**src/rtl/light_path_gen_if.sv**
```systemverilog
// Light position bus: three axis coordinates plus a one-cycle valid strobe.
// Latency: none, wires only; no backpressure, the consumer must take the strobe when it fires.
`ifndef LOC_WIDTH
`define LOC_WIDTH 8
`endif

interface light_path_gen_if;
    logic [`LOC_WIDTH-1:0] l_loc_x_o;
    logic [`LOC_WIDTH-1:0] l_loc_y_o;
    logic [`LOC_WIDTH-1:0] l_loc_z_o;
    logic                  l_loc_vld_o;

    modport master (output l_loc_x_o, l_loc_y_o, l_loc_z_o, l_loc_vld_o);
    modport slave  (input  l_loc_x_o, l_loc_y_o, l_loc_z_o, l_loc_vld_o);
endinterface

```
**src/rtl/light_path_gen.sv**
```systemverilog
// Bouncing light position, stepped once per FRAME_DIV vsync edges; LIGHT_HOLD_EN adds hold_i to freeze a step.
// Latency: strobe 2 cycles after the edge is seen; no backpressure, edges during UPDATE/EMIT are dropped.
`ifndef LOC_WIDTH
`define LOC_WIDTH 8
`endif

module light_path_gen #(
    parameter int LOC_MIN   = 0,
    parameter int LOC_MAX   = 2**`LOC_WIDTH-1,
    parameter int STEP_X    = 4,
    parameter int STEP_Y    = 2,
    parameter int STEP_Z    = 1,
    parameter int FRAME_DIV = 1
) (
    input  logic             clk,
    input  logic             rst_n,
    input  logic             vsync_i,
    input  logic             run_i,
`ifdef LIGHT_HOLD_EN
    input  logic             hold_i,
`endif
    light_path_gen_if.master loc_if
);

    localparam int W  = `LOC_WIDTH;
    localparam int W1 = W + 1;
    localparam int CW = (FRAME_DIV > 1) ? $clog2(FRAME_DIV) : 1;

    typedef logic [W-1:0] loc_t;
    typedef logic [W:0]   ext_t;
    typedef enum logic [1:0] {S_IDLE, S_WAIT, S_UPDATE, S_EMIT} state_t;

    localparam ext_t MIN_E  = W1'(LOC_MIN);
    localparam ext_t MAX_E  = W1'(LOC_MAX);
    localparam ext_t STEP_XE = W1'(STEP_X);
    localparam ext_t STEP_YE = W1'(STEP_Y);
    localparam ext_t STEP_ZE = W1'(STEP_Z);
    localparam logic [CW-1:0] CNT_LAST = CW'(FRAME_DIV - 1);

    // Returns {new_dir, new_pos}; the extra bit keeps pos+step from wrapping.
    function automatic ext_t step_axis(input loc_t pos, input logic dir, input ext_t step);
        ext_t p;
        ext_t sum;
        ext_t res;
        p   = {1'b0, pos};
        sum = p + step;
        if (dir) begin
            if (sum > MAX_E) res = {1'b0, MAX_E[W-1:0]};
            else             res = {1'b1, sum[W-1:0]};
        end else begin
            sum = p - step;
            if (p < MIN_E + step) res = {1'b1, MIN_E[W-1:0]};
            else                  res = {1'b0, sum[W-1:0]};
        end
        return res;
    endfunction

    state_t        state_q;
    logic          vsync_q;
    logic [CW-1:0] cnt_q;
    loc_t          pos_x_q, pos_y_q, pos_z_q;
    logic          dir_x_q, dir_y_q, dir_z_q;
    logic          vld_q;

    ext_t axis_x_d, axis_y_d, axis_z_d;
    logic frame_edge;
    logic hold_w;

`ifdef LIGHT_HOLD_EN
    assign hold_w = hold_i;
`else
    assign hold_w = 1'b0;
`endif

    assign frame_edge = vsync_i & ~vsync_q;
    assign axis_x_d   = step_axis(pos_x_q, dir_x_q, STEP_XE);
    assign axis_y_d   = step_axis(pos_y_q, dir_y_q, STEP_YE);
    assign axis_z_d   = step_axis(pos_z_q, dir_z_q, STEP_ZE);

    always_ff @(posedge clk or negedge rst_n) begin
        if (!rst_n) begin
            state_q <= S_IDLE;
            vsync_q <= 1'b0;
            cnt_q   <= '0;
            pos_x_q <= MIN_E[W-1:0];
            pos_y_q <= MIN_E[W-1:0];
            pos_z_q <= MIN_E[W-1:0];
            dir_x_q <= 1'b1;
            dir_y_q <= 1'b1;
            dir_z_q <= 1'b1;
            vld_q   <= 1'b0;
        end else begin
            vsync_q <= vsync_i;
            vld_q   <= 1'b0;
            case (state_q)
                S_IDLE: begin
                    cnt_q <= '0;
                    if (run_i) state_q <= S_WAIT;
                end
                S_WAIT: begin
                    // Dropping run wins over a coincident edge so a stop is never followed by a stray step.
                    if (!run_i) begin
                        state_q <= S_IDLE;
                        cnt_q   <= '0;
                    end else if (frame_edge) begin
                        if (cnt_q == CNT_LAST) begin
                            cnt_q   <= '0;
                            state_q <= S_UPDATE;
                        end else begin
                            cnt_q <= cnt_q + CW'(1);
                        end
                    end
                end
                S_UPDATE: begin
                    if (!hold_w) begin
                        pos_x_q <= axis_x_d[W-1:0];
                        pos_y_q <= axis_y_d[W-1:0];
                        pos_z_q <= axis_z_d[W-1:0];
                        dir_x_q <= axis_x_d[W];
                        dir_y_q <= axis_y_d[W];
                        dir_z_q <= axis_z_d[W];
                    end
                    vld_q   <= 1'b1;
                    state_q <= S_EMIT;
                end
                S_EMIT: begin
                    state_q <= run_i ? S_WAIT : S_IDLE;
                end
                default: state_q <= S_IDLE;
            endcase
        end
    end

    assign loc_if.l_loc_x_o   = pos_x_q;
    assign loc_if.l_loc_y_o   = pos_y_q;
    assign loc_if.l_loc_z_o   = pos_z_q;
    assign loc_if.l_loc_vld_o = vld_q;

endmodule

```
**src/flat_wrapper.sv**
```systemverilog
// flat-port wrapper written by rule: the top's interface ports become plain ports
module light_path_gen_flat 
#(
    parameter int LOC_MIN   = 0,
    parameter int LOC_MAX   = 2**`LOC_WIDTH-1,
    parameter int STEP_X    = 4,
    parameter int STEP_Y    = 2,
    parameter int STEP_Z    = 1,
    parameter int FRAME_DIV = 1
)
  (clk, rst_n, vsync_i, run_i, loc_if_l_loc_x_o, loc_if_l_loc_y_o, loc_if_l_loc_z_o, loc_if_l_loc_vld_o);
  light_path_gen_if loc_if_i ();
  input  logic clk;
  input  logic rst_n;
  input  logic vsync_i;
  input  logic run_i;
  output wire logic [$bits(loc_if_i.l_loc_x_o)-1:0] loc_if_l_loc_x_o;
  output wire logic [$bits(loc_if_i.l_loc_y_o)-1:0] loc_if_l_loc_y_o;
  output wire logic [$bits(loc_if_i.l_loc_z_o)-1:0] loc_if_l_loc_z_o;
  output wire logic [$bits(loc_if_i.l_loc_vld_o)-1:0] loc_if_l_loc_vld_o;
  assign loc_if_l_loc_x_o = loc_if_i.l_loc_x_o;
  assign loc_if_l_loc_y_o = loc_if_i.l_loc_y_o;
  assign loc_if_l_loc_z_o = loc_if_i.l_loc_z_o;
  assign loc_if_l_loc_vld_o = loc_if_i.l_loc_vld_o;
  light_path_gen #(.LOC_MIN(LOC_MIN), .LOC_MAX(LOC_MAX), .STEP_X(STEP_X), .STEP_Y(STEP_Y), .STEP_Z(STEP_Z), .FRAME_DIV(FRAME_DIV)) u_core (.clk(clk), .rst_n(rst_n), .vsync_i(vsync_i), .run_i(run_i), .loc_if(loc_if_i));
endmodule
```
**config.mk**
```make
export PLATFORM = sky130hd
export DESIGN_NAME = light_path_gen_flat
export DESIGN_NICKNAME = d
export VERILOG_FILES = /design/src/rtl/light_path_gen_if.sv /design/src/rtl/light_path_gen.sv /design/src/flat_wrapper.sv
export SDC_FILE = /design/constraint.sdc
export NUM_CORES = 1
export LEC_CHECK = 0
export CAP_MARGIN = 10
export CORE_MARGIN = 1
export CORE_UTILIZATION = 55
export DETAILED_ROUTE_END_ITERATION = 10
export HOLD_SLACK_MARGIN = 0.12
export PLACE_DENSITY = 0.79
export SETUP_SLACK_MARGIN = 0.02
export SLEW_MARGIN = 15
export SYNTH_ARGS = -nofsm -noshare
export SYNTH_HDL_FRONTEND = slang
export SYNTH_SLANG_ARGS = --single-unit
```
**constraint.sdc**
```tcl
create_clock -name clk -period 2.73 [get_ports clk]
set_input_delay 0.4095 -clock clk [delete_from_list [all_inputs] [get_ports clk]]
set_output_delay 0.4095 -clock clk [all_outputs]
set_load 0.02 [all_outputs]
```
==> metrics.md, run 1 <==
| Metric | Value |
|---|---|
| Gr busiest metal | met2 |
| Max Cap Viol | 0 |
| Crit path DAT | 2.39 ns |
| Final nets | 310 |
| Min-Delay Path Class | reg -> reg |
| Die area | 4480 um^2 |
| Site row count | 23 |
| ANT nets after route | 0 |
| Area leader, netlist | dfrtp_1 |
| YS warnings | 0 |
| Routed len/inst | 15.8 um |
| Worst Path Required | 2.89 ns |
| I/O Pins | 29 |
| Post-synthesis register bit count | 30 |
| Final WL | 5510 um |
| Crit path max fanout | 10 |
| TritonCTS Buffers | 5 |
| # setup viols final | 0 |
| Max Buffers Root-to-Sink | 2 |
| Syn avg cell area | 8.29 um^2 |
| Clk pin slew, worst setup/hold paths | 0.07 ns |
| Cell chain of the critical path | inv_1 -> ha_1 -> nor4b_2 -> nand2_1 -> a221oi_1 -> nor3_1 |
| Least-Margin Pin Slew | 0.687 ns |
| Synth unique cells | 62 |
| Netlist Area Pre-Place | 2320 um^2 |
| Largest net degree at the start of global routing | 34 |
| Die Ht | 67.0 um |
| Synth top area cells | dfrtp_1 29%, ha_1 4.9%, o21ai_0 4.1% |
| Hpwl dp | 3730 um |
| Worst R2R Setup Slack | 0.51 ns |
| Final Cycle Share | 81.5% |
| Core ar. | 4030 um^2 |
| Leakage | 0.00102 uW |
| Most common cell after layout, fill and taps aside | clkdlybuf4s50_1 |
| Share of layout cells above drive strength 1 | 7.05% |
| Pre-Repair DR Iteration Count | 4 |
| Initial core utilization | 57.6% |
| Count of final hold-check violations | 0 |
| Gr ovfl total | 0 |
| RSZ-0062 raised after global routing | false |
| Max-slew violation count | 0 |
| Post-cts resize count | 0 |
| Post-route clock skew | 0.00708 ns |
| Later-pin clock latency in the skew report | 0.28 ns |
| Pre-CTS setup slack | 0.554 ns |
| # hold bufs at CTS | 0 |
| Worst path max stage delay | 0.62 ns |
| Startpoint types | flop |
| Critical Path End Type | flop |
| Residual DRC | 0 |
| Via count | 2273 |
| Number of flops mapped to enable cells by yosys | 0 |
| Root buf cell | clkbuf_8 |
| Max frequency | 449 MHz |
| Outcome | complete, no violations |
| Grt met1 use | 36.4% |
| Main synth FF type | dfrtp_1 |
| Crit Path Class | reg -> reg |
| Worst ir drop on vdd | 0.485 mV |
| Post-route setup TNS | 0 ns |
| Register area share after synthesis | 32.5% |
| CTS tree | yes |
| Max stage delay cell, worst path | nor4b_2 |
| M3 GR Usage | 6.51% |
| Post-CTS Setup Bufs | 0 |
| # diodes | 0 |
| GR Util met2 | 43.7% |
| Syn Inst Count | 280 |
| Share of the synthesized area in the top cell type | 29.1% |
| Initial DRC count | 240 |
| Max_slew headroom | 54.1% |
| Ys async rst share | 100% |
| PwrDens | 830 nW/um^2 |
| Total global-route track usage | 27.2% |
| Final min period | 2.22 ns |
| Clock H-tree levels | 2 |
| Initial antenna violation count | 0 |
| P&R area growth vs syn | 15.5% |
| Clock sinks | 30 |
| Fillers | 333 |
| Horiz. Die Dim | 67.0 um |
| First-pass GRT wire length | 9380 um |
| Vias in the first global route | 2025 |
| Commonest non-fill, non-tap cells in the layout | 28 x clkdlybuf4s50_1, 27 x dfrtp_1, 25 x nand2_1, 20 x nor2_1, 19 x o21ai_0 |
| GPL Wtd Cong | 0.925 |
| Syn_nets | 293 |
| Port bufs | 28 |
| Via density | 6.53 |
| Fin worst setup slack | 0.505 ns |
final cells by class:
cell class	instances	area (um^2)	share of cell area [%]
Multi-Input combinational cell	213	1410	52.4
Sequential cell	30	754	28.2
Timing Repair Buffer	32	310	11.6
Clock buffer	7	86.3	3.22
Tap cell	50	62.6	2.33
Inverter	15	56.3	2.10
Clock inverter	1	5.00	0.187
report_power, final:
part	switching (uW)	internal, uW	leakage [uW]
clock network	167	203	0.0000482
logic	568	491	0.000595
registers	253	543	0.000375
cells by family after synthesis:
kind of cell	after synthesis	synth area share (%)
and+or+nand+nor	101	22.7
AOI/OAI and AO/OA	92	28.5
buffers and inverters	37	6.95
DFF	30	32.5
adders and majority gates	10	5.28
xor gates and xnor gates	6	2.26
muxes	4	1.73
routing by layer:
metal	vias up	share of wire (%)
li1	1098	-
met5	-	0
met1	1084	46
met4	0	0.91
met3	10	6.6
met2	81	47
cells in the mapped netlist, drive strengths merged, types with 4 or more instances:
master,instances
o211ai,5
nor2,20
xnor2,4
a21oi,12
ha,9
mux2i,4
nor3,9
a31oi,10
o21ai,19
inv,15
nor4,8
nand3,14
clkbuf,13
dfrtp,27
o31ai,6
nand2,25
buf,9
a211oi,5
nand4,4
stage by stage:
stage	hold WS [ns]	cells	area, um^2	util (%)	power (uW)
2_1_floorplan	0.114	280	2320	-	1510
3_3_place_gp	0.455	340	2590	64.3	1820
3_5_place_dp	0.467	340	2590	64.3	1850
4_1_cts	0.476	348	2680	66.5	2230
5_1_grt	0.484	348	2680	66.5	2390
6_report	0.474	348	2680	66.5	2230
critical path: cells and delay by family, from the launching register on:
kind / cells / cell delay (ns)
compound gates: 1 / 0.31
simple gates: 3 / 0.90
fa+ha+maj: 1 / 0.30
buf+inv: 1 / 0.13
flops: 1 / 0.47
path summary, 6_finish.rpt:
path,startpoint,to,cells past startpoint
setup / recovery,u_core.loc_if.l_loc_z_o[0],u_core.loc_if.l_loc_z_o[2],6
setup reg to reg,u_core.loc_if.l_loc_z_o[0],u_core.loc_if.l_loc_z_o[2],6
hold reg to reg,u_core.state_q[0],u_core.state_q[0],1
min in group asynchronous,rst_n,u_core.loc_if.l_loc_z_o[4],2
max in group asynchronous,rst_n,u_core.dir_x_q,2
hold / removal,u_core.state_q[0],u_core.state_q[0],1
registers in the layout, indices dropped and copies added (netlist names), named ones only:
name,cells
u_core.loc_if.l_loc_y_o,8
u_core.state_q,1
u_core.loc_if.l_loc_vld_o,1
u_core.dir_z_q,1
u_core.loc_if.l_loc_z_o,8
u_core.dir_y_q,1
u_core.loc_if.l_loc_x_o,7
u_core.vsync_q,1
u_core.dir_x_q,1
No activity file was read; power rests on OpenSTA's default activity.
==> run 2: changes to the inputs <==
clock period = 2.21 ns   (was 2.73 ns; I/O delays follow)
==> run 2 against run 1 <==
Effect of this change: wire length fell by 0.18%; non-clock buffer count rose by 7; core utilization rose by 1.3 points; via count fell by 0.70%; critical path depth did not move; register-to-register slack got worse by 0.31 ns; sequential share of layout area fell by 0.54 points; maximum frequency rose by 11%; clock power rose by 24%; global-route usage rose by 0.42 points; largest power group unchanged.
==> metrics.md, run 2 (same netlist as run 1, synthesis figures left out) <==
| Metric | Value |
|---|---|
| PwrDens | 1030 nW/um^2 (+24%) |
| Residual DRC | 0 (unchanged) |
| Max frequency | 497 MHz (+11%) |
| Startpoint types | flop |
| Sw frac | 44.1% (-0.35 points) |
| CTS tree | yes |
| ANT nets after route | 0 (unchanged) |
| Site row count | 23 (unchanged) |
| Max Buffers Root-to-Sink | 2 (unchanged) |
| Leakage | 0.00105 uW (+3.6%) |
| P&R area growth vs syn | 17.7% |
| Routed len/inst | 15.5 um (-2.1%) |
| Count of final hold-check violations | 0 (unchanged) |
| # setup viols final | 0 (unchanged) |
| Post-route clock skew | 0.00279 ns (-0.00429 ns) |
| Die Ht | 67.0 um (unchanged) |
| TritonCTS Buffers | 5 (unchanged) |
| Crit path max fanout | 8 (-2) |
| Cell chain of the critical path | inv_1 -> ha_1 -> and4bb_2 -> maj3_1 -> nand3_1 -> a41oi_1 |
| Final WL | 5500 um (-0.18%) |
| Post-route setup TNS | 0 ns (unchanged) |
| Logic gate share of total power | 49.4% (+1.8 points) |
| Initial DRC count | 181 (-25%) |
| Via density | 6.36 (-2.7%) |
| Root buf cell | clkbuf_8 |
| Horiz. Die Dim | 67.0 um (unchanged) |
| Int Pwr | 1580 uW (+27%) |
| Gr ovfl total | 0 (unchanged) |
| Largest net degree at the start of global routing | 31 (-8.8%) |
| I/O Pins | 29 (unchanged) |
| Max_slew headroom | 66.2% (+12 points) |
| Seq pwr share | 34.2% (-1.6 points) |
| Worst ir drop on vdd | 0.661 mV (+36%) |
| Min-Delay Path Class | in -> async |
| Post-layout util | 67.8% (+1.3 points) |
| Die area | 4480 um^2 (unchanged) |
| Later-pin clock latency in the skew report | 0.28 ns (about the same) |
| Worst path max stage delay | 0.47 ns (-0.15 ns) |
| Clock sinks | 30 (unchanged) |
| Clock share of power | 16.3% (-0.3 points) |
| Vias in the first global route | 2035 (+0.49%) |
| Max stage delay cell, worst path | dfrtp_1 |
| Most common cell after layout, fill and taps aside | clkdlybuf4s50_1 |
| Initial antenna violation count | 0 (unchanged) |
| Max Cap Viol | 0 (unchanged) |
| Initial core utilization | 57.6% (unchanged) |
| Critical Path End Type | flop |
| Post-CTS Setup Bufs | 0 (unchanged) |
| Core ar. | 4030 um^2 (unchanged) |
| # hold bufs at CTS | 0 (unchanged) |
| P_sw | 1240 uW (+26%) |
| Final min period | 2.01 ns (-0.213 ns) |
| RSZ-0062 raised after global routing | false |
| Total global-route track usage | 27.7% (+0.42 points) |
| Worst Path Required | 2.34 ns (-0.55 ns) |
| CP bufs+invs | 1 (unchanged) |
| Final Cycle Share | 91.1% (+9.6 points) |
| First-pass GRT wire length | 9470 um (+0.95%) |
| Crit path DAT | 2.14 ns (-0.25 ns) |
| GPL Wtd Cong | 0.928 (+0.38%) |
| Share of layout cells above drive strength 1 | 9.18% (+2.1 points) |
| Pre-Repair DR Iteration Count | 4 (unchanged) |
| Least-Margin Pin Slew | 0.502 ns (-0.185 ns) |
| Outcome | complete, no violations |
| Clock H-tree levels | 2 (unchanged) |
| Final nets | 317 (+2.3%) |
| # diodes | 0 (unchanged) |
| Hpwl dp | 3790 um (+1.5%) |
| Crit Path Class | reg -> reg |
| Port bufs | 28 (unchanged) |
| Post-cts resize count | 0 (unchanged) |
| Via count | 2257 (-0.70%) |
| Minimum hold slack | 0.454 ns (-0.0201 ns) |
| Max-slew violation count | 0 (unchanged) |
| Commonest non-fill, non-tap cells in the layout | 28 x clkdlybuf4s50_1, 27 x dfrtp_1, 25 x nand2_1, 20 x nor2_1, 19 x o21ai_0 |
| Clk pin slew, worst setup/hold paths | 0.07 ns (about the same) |
| Crit-path leading delay family | adder cells |
==> run 2: changes by cell type in the layout (fill, tap and decap cells not counted) <==
cell / delta
buf_4: +7
==> run 2: power by group through the flow <==
| stage | registers [uW] | clock network (uW) | logic, uW |
|---|---|---|---|
| after detailed placement | 972 | 0 | 1380 |
| final | 965 | 460 | 1390 |
| after CTS | 962 | 469 | 1390 |
| after global routing | 1010 | 494 | 1550 |
| after global placement | 962 | 0 | 1370 |
| after floorplan | 962 | 0 | 898 |
==> run 2: worst paths after layout <==
path	from	end	slack, ns	depth (start not counted)
worst min register to register	u_core.state_q[0]	u_core.state_q[0]	0.47	1
max in group asynchronous	rst_n	u_core.dir_x_q	1.44	2
min in group clk	u_core.state_q[0]	u_core.state_q[0]	0.47	1
worst max register to register	u_core.loc_if.l_loc_x_o[3]	u_core.loc_if.l_loc_x_o[3]	0.20	6
worst min-delay path	rst_n	u_core.loc_if.l_loc_z_o[5]	0.45	2
worst max-delay path	u_core.loc_if.l_loc_x_o[3]	u_core.loc_if.l_loc_x_o[3]	0.20	6
==> run 2: final cells by class <==
class,instances,area (um^2)
fillers,361,1300
multi-input cells,213,1410
clock buffers,7,86.3
repair buffers,39,363
inverters,15,56.3
well taps,50,62.6
flip-flops and latches,30,754
clock inverters,1,5.00
==> run 2: metrics by stage <==
step           std cells  total power, uW  setup slack, ns  cell area, um^2
2_1_floorplan        280             1860            0.212             2320
3_3_place_gp         347             2330            0.300             2640
3_5_place_dp         347             2350            0.219             2640
4_1_cts              355             2820            0.210             2730
5_1_grt              355             3040           0.0445             2730
6_report             355             2820            0.198             2730
==> run 2: per-layer routing <==
metal	track usage (%)	share of wire [%]	up-vias
met2	42.4	45	69
met5	0	0	-
met3	4.62	5.3	8
met1	39.0	48	1072
met4	9.04	1.2	0
li1	-	-	1108
